**src/rtl/tdm_demux4_rx.sv**
```systemverilog
// rtl/tdm_demux4_rx.sv - 1-to-LANES serial bit demultiplexer with one-entry valid/ready output buffer
module tdm_demux4_rx #(
    parameter int LANES = 4,
    parameter int SEL_W = 2
) (
    input  logic             clk,
    input  logic             rst,
    input  logic             din,
    input  logic             din_valid,
    input  logic             sync,
    output logic [LANES-1:0] dout,
    output logic             dout_valid,
    input  logic             dout_ready,
    output logic [SEL_W-1:0] slot,
    output logic             overrun,
    output logic             sync_err
);

    typedef enum logic {
        IDLE    = 1'b0,
        COLLECT = 1'b1
    } state_t;

    localparam logic [SEL_W-1:0] LAST_SLOT = SEL_W'(LANES - 1);
    localparam logic [SEL_W-1:0] ONE_SLOT  = SEL_W'(1);

    state_t             state_q, state_d;
    logic [SEL_W-1:0]   slot_q, slot_d;
    // The last slot bit is taken straight from din, so only LANES-1 bits are shadowed.
    logic [LANES-2:0]   shadow_q, shadow_d;
    logic [LANES-1:0]   dout_q, dout_d;
    logic               dout_valid_q, dout_valid_d;
    logic               overrun_q, overrun_d;
    logic               sync_err_q, sync_err_d;

    logic               word_done;
    logic               consume;
    logic [LANES-1:0]   word;

    assign consume = dout_valid_q && dout_ready;
    assign word    = {din, shadow_q};

    // Next-state logic: slot steering, resync handling, word completion and output buffer.
    always_comb begin
        state_d      = state_q;
        slot_d       = slot_q;
        shadow_d     = shadow_q;
        dout_d       = dout_q;
        dout_valid_d = dout_valid_q;
        overrun_d    = 1'b0;
        sync_err_d   = 1'b0;
        word_done    = 1'b0;

        if (din_valid) begin
            case (state_q)
                IDLE: begin
                    if (sync) begin
                        shadow_d[0] = din;
                        slot_d      = ONE_SLOT;
                        state_d     = COLLECT;
                    end
                end
                COLLECT: begin
                    if (sync && (slot_q != '0)) begin
                        // Resync: the partial word is discarded and this beat restarts slot 0.
                        shadow_d[0] = din;
                        slot_d      = ONE_SLOT;
                        sync_err_d  = 1'b1;
                    end else if (slot_q == LAST_SLOT) begin
                        slot_d    = '0;
                        word_done = 1'b1;
                    end else begin
                        for (int i = 0; i < LANES - 1; i++) begin
                            if (slot_q == SEL_W'(i)) begin
                                shadow_d[i] = din;
                            end
                        end
                        slot_d = slot_q + ONE_SLOT;
                    end
                end
                default: state_d = IDLE;
            endcase
        end

        if (word_done) begin
            // A word may enter the buffer when it is empty or being drained this same edge.
            if (!dout_valid_q || dout_ready) begin
                dout_d       = word;
                dout_valid_d = 1'b1;
            end else begin
                overrun_d = 1'b1;
            end
        end else if (consume) begin
            dout_valid_d = 1'b0;
        end
    end

    // State register with synchronous reset; reset drops any partial or buffered word.
    always_ff @(posedge clk) begin
        if (rst) begin
            state_q      <= IDLE;
            slot_q       <= '0;
            shadow_q     <= '0;
            dout_q       <= '0;
            dout_valid_q <= 1'b0;
            overrun_q    <= 1'b0;
            sync_err_q   <= 1'b0;
        end else begin
            state_q      <= state_d;
            slot_q       <= slot_d;
            shadow_q     <= shadow_d;
            dout_q       <= dout_d;
            dout_valid_q <= dout_valid_d;
            overrun_q    <= overrun_d;
            sync_err_q   <= sync_err_d;
        end
    end

    assign dout       = dout_q;
    assign dout_valid = dout_valid_q;
    assign slot       = slot_q;
    assign overrun    = overrun_q;
    assign sync_err   = sync_err_q;

endmodule

```
**config.mk**
```make
export PLATFORM = sky130hd
export DESIGN_NAME = tdm_demux4_rx
export DESIGN_NICKNAME = d
export VERILOG_FILES = /design/src/rtl/tdm_demux4_rx.sv
export SDC_FILE = /design/constraint.sdc
export NUM_CORES = 1
export LEC_CHECK = 0
export CAP_MARGIN = 20
export CORE_MARGIN = 3
export CORE_UTILIZATION = 41
export DETAILED_ROUTE_END_ITERATION = 7
export HOLD_SLACK_MARGIN = 0.06
export PLACE_DENSITY = 0.71
export SYNTH_ARGS = -nofsm -noshare
export SYNTH_HDL_FRONTEND = slang
export SYNTH_SLANG_ARGS = --single-unit
```
**constraint.sdc**
```tcl
create_clock -name clk -period 1.3 [get_ports clk]
set_clock_uncertainty 0.15 [all_clocks]
set_input_delay 0.13 -clock clk [delete_from_list [all_inputs] [get_ports clk]]
set_output_delay 0.13 -clock clk [all_outputs]
set_load 0.01 [all_outputs]
```
Word level (Yosys, flattened, before mapping)
Index checks and enable logic that the tools add are counted.
Widths: inputs -> output; s select.
- reductions and logical operators: 15
- mux-type cells: 20
- equality and inequality tests: 7
- $add $sub $neg: 1
- bitwise gates (word level): 5
- operators with widths (kind ; count):
    $mux 1 ; 15
    $reduce_and 5->1 ; 2
    $mux 2 ; 3
    $reduce_and 2->1 ; 3
    $not 1->1 ; 5
    $eq 2x2->1 const B ; 2
    $pmux 2 s2 ; 1
    $reduce_and 4->1 ; 1
    $reduce_bool 2->1 ; 2
    $ne 3x1->1 const B ; 1
    $ne 3x3->1 const B ; 1
    $reduce_or 3->1 ; 1
    $add 2x1->2 const B ; 1
    $eq 2x1->1 const B ; 1
    $logic_and 1x1->1 ; 2
    $logic_not 2->1 ; 1
    $ne 2x1->1 const B ; 1
    $ne 2x2->1 const B ; 1
    $pmux 1 s2 ; 1
    $reduce_or 2->1 ; 1
    $logic_not 1->1 ; 1
    $logic_or 1x1->1 ; 1
- logic and storage cells: 57
- bits in registers: 13
- output and inout bits: 9
- bits of input ports: 6

Depth between registers and ports, before layout
- depth in word-level cells: 7
- gate-level depth with buffers: 5
- depth with buffers taken out: 5

Worst setup path after synthesis
No wires, ideal clock.
- kind: reg-to-reg
- start point: register slot_q[0], in the netlist slot[0]
- end point: register shadow_q[2]
- buffers on the path: 0
- library setup time: 0.122 ns
- clock period less this slack: 1.544 ns
- arrival: 1.272 ns
- stages on the path, launching flop included: 6
- required time: 1.028 ns
- path slack: -0.244 ns
- cell sequence: dfxtp_1 inv_1 ha_1 nand2b_2 and4_1 mux2i_1
- cells in the longest elaborated chain, start to end: 4
- elaborated cells on any way between the ends: 7
- those cells by class: eq/ne: 2; bitwise: 2; reduce/logical: 3
- ends and longest elaborated chain (what ; line ; source):
    start: declaration ; 28 ; logic [SEL_W-1:0] slot_q, slot_d;
    start signal: assignment ; 110 ; slot_q <= slot_d;
    $reduce_bool 2->1 ; 64 ; if (sync && (slot_q != '0)) begin
    $logic_and 1x1->1 ; 64 ;
    $not 1->1 (no line) ; n/a ;
    $reduce_and 5->1 (no line) (*) ; n/a ;
    end signal: assignment ; 111 ; shadow_q <= shadow_d;
    end: declaration ; 30 ; logic [LANES-2:0] shadow_q, shadow_d;
Every way passes the cells marked *; elsewhere a longest branch is shown, timed or not.
A chain may end at the register's enable or synchronous reset.

Worst setup path after layout
Same ends and word-level chain as after synthesis.

==> results.md <==
* Status: finished with violations
* Failing checks: setup timing
* WL final at 1.229 mm
* Max Cap Viol at 0
* Most common cell in the synthesized netlist: dfxtp_1
* CTS tree: done
* Final Hold Slack at around 320 ps
* Hold path depth at 2
* Number of I/O port buffers at 14
* Worst-case reg-to-reg path depth at 5
* Max frequency at roughly 730 MHz
* Area of the die at 1943 µm²
* Maximum VDD drop at 0.0006867 V
* Vias at 493
* Worst R2R Setup Slack at -60 ps
* Layout area overhead at 50.32%
* Met3 wire length at 80 µm
* Post-route ant nets at 0
* Routed vias/inst at 4.930
* Synth cell types at 22
* Ys Warns at 0
* Sequential Power Share at 0.538
* Synthesized area per cell at 10.25 µm²
* Initial antenna violation count at 0
* Post-Synthesis Cell Area at 594.3 µm²
* Synth top area cells: dfxtp_1 44%, mux2i_1 12%, nand2b_1 9.5%
* Core ar. at around 1300 µm²
* Pre-Repair DR Iteration Count at 2
* Wirelength per Cell at 12.29 µm
* Layout cells sized above 1 at 0.2824
* Dominant cell type by area after synthesis: dfxtp_1
* Initial Utilization at 0.4456
* Post-DP HPWL at between 800 and 900 µm
* Die Span Y at about 44 µm
* Mapped Cells at 58
* CP Launch Type: flop
* Overall Power at 0.7707 mW
* Hold Startpoint: dout[3]
* Reg-to-Reg Start: slot[0]
* Sequential share of the synthesized area at 0.4379
* Iteration-0 DRC Markers at 3
* Post-synth net total at just under 70
* Final setup fails at 3
* First-pass GRT wire length at roughly 2.1 mm
* Worst-Skew Late Latency at 280 ps
* Cts bufs inserted at 3
* Critical path class: reg2reg
* RSZ-0062 raised after global routing: true
* Maximum root-to-sink buffer count at 2
* Tot GR Track Use at 0.1459
* HP Class: reg2reg
* WL met2 at between 500 and 600 µm
* Worst-path clk slew at ~80 ps
* DRC violations left at 0
* Leak Pwr at 0.4112 nW
* Hold Path End: dout[3]
* Worst slew pin tran at 270.3 ps
* M1 WL at ~590 µm
* I/O pin cnt at 15
* CTS Sinks at 13
* Post-synth EDFFs at 0
* Combinational cell fraction of total power at 0.135
* Uppermost layer routed: met3
* # diodes at 0
* Global placement routability congestion at 0.7715
* WP data required at 1350 ps
* Die span in x at 44.08 µm
* Num rows at 13
* Final hold vios at 0
* Ys async rst share at 0
* Vias in the first global route at between 400 and 500
* Clock group share of total power at 0.327
* Yosys top cell area share at 0.4379
* Worst Path Arrival at 1420 ps
* CTS root buf: clkbuf_4
* Post-CTS Hold Fix Bufs at 0
* Final Slew Violations at 0
* Cell Int Power at 0.5820 mW
* Htree depth at 1
* Post-layout nets at 96
* Slack of the critical path at -61.66 ps
* Sw frac at 0.2448
* Reg-to-reg endpoint: shadow_q[2]
* Commonest cells post-synth: 13 x dfxtp_1, 9 x nand2b_1, 7 x mux2i_1, 4 x ha_1
* Yosys reg bits at 13
* GRT Residual Overflow at 0
* Period Utilization, post-route at 1.047
* Largest net degree at the start of global routing at 9
* Worst-path maximum fanout at 7
* Min Tclk post-route at 1362 ps
* Slew Limit Headroom at 0.8179
* Sw power at 0.1887 mW
* Pwr Density at approximately 860 nW/µm²
* Post-synth top flop: dfxtp_1
* Setup crit end kind: flop
power groups by stage:
stage | Clock, mW | Sequential, mW | Combinational [mW]
finish | 0.252 | 0.415 | 0.104
floorplan | 0 | 0.424 | 0.0472
CTS | 0.262 | 0.414 | 0.0974
global placement | 0 | 0.423 | 0.0976
global route | 0.281 | 0.416 | 0.113
detailed placement | 0 | 0.423 | 0.0992
per-stage QoR:
stage / util / worst slack (ps) / setup TNS [ps] / area [µm²] / instances
2_1_floorplan: - / 1.215 / 0 / 634.4 / 58
3_3_place_gp: 0.6370 / -142.4 / -774.7 / 849.6 / 94
3_5_place_dp: 0.6370 / -182.4 / -1031 / 849.6 / 94
4_1_cts: 0.6482 / -69.45 / -138.3 / 864.6 / 98
5_1_grt: 0.6698 / -103.6 / -499.9 / 893.4 / 100
6_report: 0.6698 / -61.66 / -115.5 / 893.4 / 100
worst max path at each step:
stage                         start           to  slack [ps]
after floorplan             slot[0]  shadow_q[0]           1
after global placement    din_valid  shadow_q[2]        -140
after detailed placement  din_valid  shadow_q[2]        -180
after CTS                   slot[0]  shadow_q[0]         -70
after global routing        slot[0]  shadow_q[2]        -100
final                       slot[0]  shadow_q[2]         -60
sequential cells by signal, indices dropped and copies added (netlist names):
signal      flops
dout            4
dout_valid      1
overrun         1
shadow_q        3
slot            2
state_q         1
sync_err        1
metal layers:
| metal | up-vias | global-route usage |
|---|---|---|
| met5 | - | 0 |
| met3 | 0 | 0.08130 |
| met2 | 13 | 0.2180 |
| met4 | 0 | 0.01807 |
| li1 | 257 | - |
| met1 | 223 | 0.1899 |
cell type report:
type	instances	area (µm²)
Inverter	3	16.27
Timing Repair Buffer	24	203.9
Tap cell	15	18.77
Multi-Input combinational cell	41	360.3
Sequential cell	13	267.8
Clock buffer	4	26.28
Fill cell	125	440.4
worst max-delay path, stage by stage (launching register included):
cell      delay (ps)
dfxtp_4          380
inv_4             60
ha_4             120
nand2b_4         160
and4_1           220
mux2i_1          190
cells by family (layout without fill, tap and decap cells):
| kind of cell | Yosys count | in the layout | synth area share |
|---|---|---|---|
| simple gates | 23 | 23 | 0.2632 |
| flops | 13 | 13 | 0.4379 |
| compound gates | 7 | 7 | 0.07158 |
| mux | 7 | 7 | 0.1179 |
| fa+ha+maj | 4 | 4 | 0.08421 |
| buf+inv | 4 | 31 | 0.02526 |
cells in the final DEF (no fill, tap or decap):
cell type / n
and2_4: 1
nor3_1: 1
mux2i_1: 7
a31oi_2: 1
and2_1: 1
buf_4: 10
dfxtp_4: 2
a21oi_1: 3
ha_4: 2
a32oi_1: 1
nand2b_4: 1
nand4_1: 1
nand4_4: 1
clkbuf_1: 1
and4_1: 1
inv_1: 1
nand2b_1: 9
clkdlybuf4s50_1: 5
inv_4: 2
o211ai_1: 1
clkbuf_4: 3
o21ai_0: 1
nor3_2: 1
nor2_1: 2
and4b_1: 1
dlygate4sd2_1: 9
ha_1: 2
nand2_1: 2
nand3_1: 1
dfxtp_1: 11
timing repair:
item | 4_1_cts | 5_1_grt
buffers inserted | 0 | 2
endpoints found under the hold margin | 0 | 0
pin swaps | 2 | 4
setup endpoints to repair | 16 | 10
gates resized for setup | 9 | 3
Note: power is estimated with default switching activity, not from simulation.
